## src/rtl/led_scan_ctrl.sv

```systemverilog
// Multiplexed scan controller for the six-digit clock display.
// Shadow digits are updated only at frame boundaries or while scanning is parked.
module led_scan_ctrl #(
  parameter int NUM_DIGITS = 6,
  parameter int DWELL      = 1000,
  parameter int BLANK      = 4
) (
  input  logic                    Clk,
  input  logic                    Rst,
  input  logic                    Enable,
  input  logic                    LZBlank,
  input  logic [NUM_DIGITS-1:0]   DpMask,
  input  logic [4*NUM_DIGITS-1:0] TimeData,
  input  logic                    LoadReq,
  output logic                    LoadAck,
  output logic [7:0]              ScanBin,
  input  logic [7:0]              SegIn,
  output logic [7:0]              SegOut,
  output logic [NUM_DIGITS-1:0]   DigitSel
);

  localparam int IW = (NUM_DIGITS > 1) ? $clog2(NUM_DIGITS) : 1;
  localparam int CW = $clog2(DWELL);
  localparam logic [IW-1:0] LAST_IDX   = IW'(NUM_DIGITS - 1);
  localparam logic [CW-1:0] LAST_CNT   = CW'(DWELL - 1);
  localparam logic [CW-1:0] LAST_BLANK = CW'(BLANK - 1);

  typedef enum logic {S_BLANK, S_SHOW} state_t;

  state_t                  state_q, state_d;
  logic [IW-1:0]           idx_q, idx_d;
  logic [CW-1:0]           cnt_q, cnt_d;
  logic [4*NUM_DIGITS-1:0] shadow_q, shadow_d;
  logic [7:0]              scan_d, seg_d;
  logic [NUM_DIGITS-1:0]   sel_d;
  logic                    ack_d;
  logic                    slot_end, frame_end;
  logic [3:0]              nibble;
  logic                    dp;
  logic                    unused_seg7;

  assign unused_seg7 = SegIn[7];
  assign slot_end    = (cnt_q == LAST_CNT);
  assign frame_end   = slot_end && (idx_q == LAST_IDX);

  always_comb begin
    state_d  = S_BLANK;
    idx_d    = '0;
    cnt_d    = '0;
    shadow_d = shadow_q;
    scan_d   = 8'hFF;
    seg_d    = '0;
    sel_d    = '0;
    ack_d    = 1'b0;
    nibble   = '0;
    dp       = 1'b0;

    // The ack cycle itself never accepts, so a held request waits for the next opportunity
    if (LoadReq && !LoadAck && (frame_end || !Enable)) begin
      shadow_d = TimeData;
      ack_d    = 1'b1;
    end

    if (Enable) begin
      cnt_d = slot_end ? '0 : cnt_q + 1'b1;
      if (!slot_end)
        idx_d = idx_q;
      else if (idx_q == LAST_IDX)
        idx_d = '0;
      else
        idx_d = idx_q + 1'b1;

      case (state_q)
        S_BLANK: state_d = (cnt_q == LAST_BLANK) ? S_SHOW : S_BLANK;
        S_SHOW:  state_d = slot_end ? S_BLANK : S_SHOW;
        default: state_d = S_BLANK;
      endcase

      for (int i = 0; i < NUM_DIGITS; i++) begin
        if (idx_d == IW'(i)) begin
          nibble = shadow_d[4*i +: 4];
          if (state_d == S_SHOW)
            sel_d[i] = 1'b1;
        end
        if (idx_q == IW'(i))
          dp = DpMask[i];
      end

      scan_d = (LZBlank && (idx_d == LAST_IDX) && (nibble == 4'h0)) ? 8'hFF : {4'h0, nibble};
      seg_d  = {dp, SegIn[6:0]};
    end
  end

  always_ff @(posedge Clk) begin
    if (Rst) begin
      state_q  <= S_BLANK;
      idx_q    <= '0;
      cnt_q    <= '0;
      shadow_q <= '0;
      ScanBin  <= 8'hFF;
      SegOut   <= '0;
      DigitSel <= '0;
      LoadAck  <= 1'b0;
    end else begin
      state_q  <= state_d;
      idx_q    <= idx_d;
      cnt_q    <= cnt_d;
      shadow_q <= shadow_d;
      ScanBin  <= scan_d;
      SegOut   <= seg_d;
      DigitSel <= sel_d;
      LoadAck  <= ack_d;
    end
  end

endmodule

```

## config.mk

```make
export PLATFORM = sky130hd
export DESIGN_NAME = led_scan_ctrl
export DESIGN_NICKNAME = d
export VERILOG_FILES = /design/src/rtl/led_scan_ctrl.sv
export SDC_FILE = /design/constraint.sdc
export NUM_CORES = 1
export LEC_CHECK = 0
export CORE_MARGIN = 3
export CORE_UTILIZATION = 43
export DETAILED_ROUTE_END_ITERATION = 7
export GPL_ROUTABILITY_DRIVEN = 0
export PLACE_DENSITY = 0.75
export SETUP_SLACK_MARGIN = 0.4
export SLEW_MARGIN = 20
export SYNTH_ARGS = -nofsm -noshare
export SYNTH_HDL_FRONTEND = slang
export SYNTH_SLANG_ARGS = --single-unit
```

## constraint.sdc

```tcl
create_clock -name Clk -period 2.7 [get_ports Clk]
set_clock_uncertainty 0.1 [all_clocks]
set_input_delay 0.27 -clock Clk [delete_from_list [all_inputs] [get_ports Clk]]
set_output_delay 0.27 -clock Clk [all_outputs]
set_load 0.05 [all_outputs]
```

# Yosys cells after proc, flatten, opt, wreduce, memory -nomap -nowiden

Cells that the tools add are included.

Flip-flop bits (word level): 61
Word-level logic and storage cells: 80
Output and inout bits: 23
Input bits: 43

Equal/unequal tests: 12
Reductions and logical operators: 20
Add/subtract/negate cells: 2
Bitwise logic cells: 8
Muxes and demuxes: 24

Operator list:

| operator              | number |
|---|---|
| $mux 4                | 7 |
| $mux 24               | 1 |
| $reduce_or 3->1       | 8 |
| $eq 3x2->1 const B    | 4 |
| $eq 3x3->1 const B    | 4 |
| $mux 1                | 11 |
| $add 10x1->10 const B | 1 |
| $eq 10x10->1 const B  | 1 |
| $eq 10x2->1 const B   | 1 |
| $mux 3                | 3 |
| $mux 8                | 1 |
| $not 1->1             | 8 |
| $eq 3x1->1 const B    | 2 |
| $logic_not 3->1       | 2 |
| $logic_and 1x1->1     | 5 |
| $logic_not 4->1       | 1 |
| $add 3x1->3 const B   | 1 |
| $logic_not 1->1       | 2 |
| $pmux 1 s2            | 1 |
| $reduce_or 2->1       | 1 |
| $logic_or 1x1->1      | 1 |

# Depth between registers and ports, before layout

Word-level depth: 15
Depth in mapped cells: 10
Depth with buffers taken out: 8

# Worst setup path after synthesis

Ideal clock, no wire load.

Path kind: flip-flop to flip-flop
Start point: register cnt_q[0]
End point: register ScanBin[0]
Clock period less this slack: 2610 ps
Setup time: 120 ps
Slack: 90 ps
Arrival time: 2390 ps
Cell stages (with the launch flop): 10
Cells stage by stage: dfxtp_1 -> ha_1 -> or3b_4 -> nor3_2 -> buf_4 -> nor2_1 -> a32oi_1 -> o22ai_1 -> a311o_1 -> a211o_1

Cells in the longest elaborated chain, start to end: 15

RTL lines:

| what                                                            | RTL line | text |
|---|---|---|
| start, declared                                                 | 32       | `logic [CW-1:0] cnt_q, cnt_d;` |
| start signal, assigned                                          | 107      | `cnt_q <= cnt_d;` |
| $eq 10x10->1 (*)                                                | 43       | `assign slot_end = (cnt_q == LAST_CNT);` |
| parallel branches: the longest is 14 deep, another holds $mux 4 | --       |  |
| end signal, assigned                                            | 109      | `ScanBin <= scan_d;` |
| end, declared                                                   | 16       | `output logic [7:0] ScanBin,` |

Every way passes the cells marked *. The select of a mux whose other input is x is not followed.
A chain may end at the register's enable or synchronous reset.

# Worst setup path in the final report

Start point: register cnt_q[1]
End point: register ScanBin[0]

Same word-level chain as after synthesis.

==> summary by stage <==
Clock network
The cell at the root of the clock tree is clkbuf_8. The largest buffer count on any clock path is 2. The clock insertion delay at the later pin of the skew report is 340 ps. The CTS tree is done. Clock-pin slew was measured on the worst setup and hold paths at 60 ps. The number of buffers inserted by hold repair at cts is 0. For this design, the sink count on the clock tree is 58. The number of CTS-inserted buffers is 9. The H-tree was split into 3 levels.

STA
The final-layout worst hold slack is 389 ps. Setup repair after global routing could not meet its margin everywhere. The setup TNS is 0 ps. Measured against its own limit, the worst slew margin works out to 0.659. Setup violations remaining at the end of the flow were counted as 0. The share of the cycle needed by the critical path after routing is 0.956. The final max-slew violation count is 0.

Based on the critical path, the design can be clocked at up to 387 MHz. The minimum clock period after layout is 2580 ps. The slew at the pin closest to its max-slew limit is 509 ps.

The setup slack after layout is 117 ps. The final hold violation count is 0.

Floorplanning
Row generation in the floorplan step produced 26 rows. The floorplan step set the die width to 81.0 um. The initial core utilization is 0.459. Pin placement for this block handled 66 I/O pins. From bottom edge to top edge, the die measures 81.0 um. The region available for standard cell placement spans 5270 um2. The die covers 6570 um2.

Yosys
In the post-synthesis netlist, the biggest area contributors are dfxtp_1 48%, mux2i_1 9.9%, nor2_1 7.4%, and2_1 2.1%, nand2_1 2.0%. Each instance of the synthesized netlist takes up on average 9.57 um2. The cell area that synthesis handed to floorplanning was 2420 um2. The total nets after synthesis is 298. In the synthesized netlist the dominant register cell turns out to be dfxtp_1. In this run, synthesis produced a sequential element count of 58. Yosys mapped a number of flops with a built-in enable equal to 0. For this run, the register share of the synthesized area comes to 0.480.

The count of mapped cells out of synthesis is 253. Of all cell types, the one taking the most synthesized area is dfxtp_1. In the synthesized netlist, the cells that appear most often are 58 x dfxtp_1, 48 x nor2_1, 24 x mux2i_1, 13 x nand2_1, 9 x a21oi_1. The proportion of netlist area held by the largest area contributor is 0.480. During synthesis, Yosys emitted a total of 0 warnings. The share of synthesized registers carrying an async set or reset is 0.

The number of distinct standard cells referenced by the synthesized netlist is 46. The most repeated cell in the gate-level netlist after synthesis is dfxtp_1.

Final layout
Summing all multi-input logic gate instances after layout gives 1330 um2. The area growth from synthesis to layout is 49.1%. 0 antenna diodes ended up in the layout.

The layout filler cell count is 432. The fraction of layout instances using a drive strength above 1 is 0.187. The register cell area after layout is 1160 um2.

The final standard cell count with taps included and fillers excluded is 413. Summing all non-filler instances in the final layout gives an area of 3610 um2. In the final design database the tool counted 384 nets.

Worst setup path
The startpoint-to-endpoint class of the critical path is reg -> reg. STA puts the critical path data arrival time at 2710 ps. The number of buffers and inverters on the critical path is 1. For this design, the slowest cell found on the critical path is or3b_4. On the worst path, the slowest cell contributes a delay of 400 ps. Along the worst path, the maximum fanout reaches 12.

The element type at the critical path end is a register. Traced cell by cell, the critical path runs through ha_4 > or3b_4 > nor3_4 > a41oi_4 > buf_12 > mux2i_2 > o22ai_1 > a311o_1 > a211o_1. The data required time at the worst endpoint is 2830 ps.

The critical path launch point type is a register. The largest delay contributor family on the critical path is compound AO/OA/AOI/OAI gates.

GRT
After global routing the overflow that remains totals 0. The pin count of the biggest net entering global routing is 27. The number of global-route vias before repair is 2006. The global-route total usage across every layer is 0.196. The first global-routing pass estimated 9490 um of wire. The initial antenna violation count is 0.

Placement
The count of port buffers added during placement is 64. In this run the cell area measured after placement is 3250 um2. The number of placed instances, taps included, is 389. The post-place setup slack is 65.5 ps. Once detailed placement completed, the half-perimeter wirelength came to 4170 um.

Pwr
For this design the static power due to leakage is 1.47 nW. The worst-case IR drop observed on VDD is 427 uV. In this run the power density over the cells is 513 nW/um2.

Worst hold path
The class of the most critical hold timing path is in -> reg.

Routing
The length of the first detailed-routing pass in iterations is 4. The post-detailed-route wirelength per cell is 14.4 um. For this block, the initial DRC count from the detailed router was 55.

After detailed routing, the number of vias per cell comes to 5.14. The number of DRC violations after detailed routing is 0. The count of vias placed by the detailed router is 2123. After detailed routing, the total wire length is 5940 um. Once detail routing completed, the nets flagged for antenna violations numbered 0.

Outcome
The run finished with clean final reports.

Job
The tool flagged a number of max-cap violations equal to 0.
[final cells by class]
type	count	share of cell area
clock buffer	13	0.0440
clock inverter	2	0.00347
inverter	4	0.00416
multi-input combinational	177	0.368
sequential	58	0.322
tap	70	0.0243
timing repair buffer	89	0.234
[path summary, 6_finish.rpt]
kind          startpoint          end  slack [ps]  cells after the start
max             cnt_q[1]   ScanBin[0]         120                      9
min             SegIn[6]    SegOut[6]         390                      2
max reg2reg     cnt_q[1]   ScanBin[0]         120                      9
min reg2reg  shadow_q[6]  shadow_q[6]         400                      2
[layout by cell type (no fill, tap or decap), drive strengths merged, types with 3 or more instances in the layout]
cell | netlist | layout
clkbuf | 6 | 13
o22ai | 5 | 5
and3 | 4 | 4
a211o | 5 | 5
inv | 4 | 4
o21ai | 10 | 10
nor3 | 6 | 6
a21oi | 9 | 9
nor2 | 48 | 48
buf | 8 | 25
or3 | 3 | 3
nand2 | 13 | 13
and2 | 8 | 8
nor2b | 4 | 4
dfxtp | 58 | 58
xor2 | 4 | 4
nand3 | 3 | 3
nor3b | 3 | 3
mux2i | 25 | 25
clkdlybuf4s50 | 0 | 64
[report_power, final]
group	internal, mW	switching [mW]
Combinational	0.136	0.124
Clock	0.376	0.318
Sequential	0.885	0.0122
Total	1.40	0.455
[routing by layer]
| metal | GRT usage | wire length, um | part of all wire |
|---|---|---|---|
| met4 | 0.0811 | 118 | 0.020 |
| met2 | 0.290 | 2740 | 0.46 |
| met1 | 0.252 | 2690 | 0.45 |
| met3 | 0.0809 | 386 | 0.065 |
| met5 | 0 | 0 | 0 |
[flip-flops by register name, summed over array words and instances, names as in the netlist]
| name | count |
|---|---|
| idx_q | 3 |
| LoadAck | 1 |
| cnt_q | 10 |
| state_q | 1 |
| SegOut | 8 |
| ScanBin | 5 |
| shadow_q | 24 |
| DigitSel | 6 |
[worst reg2reg max path, delay by kind of cell, from the launching register on]
family	cells	cell delay [ps]
simple gates	2	590
fa+ha+maj	1	130
buf+inv	1	190
mux	1	210
flops	1	350
compound gates	4	910
[timing repair]
action | 4_1_cts | 5_1_grt
endpoints found under the setup margin | 5 | 5
setup buffers | 8 | 1
pin swaps | 1 | 5
gates resized for setup | 7 | 15
[metrics by stage]
stage               power, mW  utilization
floorplan                1.04            -
global placement         1.14        0.616
detailed placement       1.15        0.616
CTS                      1.86        0.666
global route             1.94        0.685
finish                   1.85        0.685
[logic make-up (layout without fill, tap and decap cells)]
family / count (synthesis) / in the layout / synth area share
simple gates: 99 / 99 / 0.199
flops: 58 / 58 / 0.480
compound gates: 44 / 44 / 0.129
mux: 26 / 26 / 0.113
buf+inv: 18 / 108 / 0.0470
xor+xnor: 6 / 6 / 0.0217
fa+ha+maj: 2 / 2 / 0.0103
Note: power is estimated with default switching activity, not from simulation.
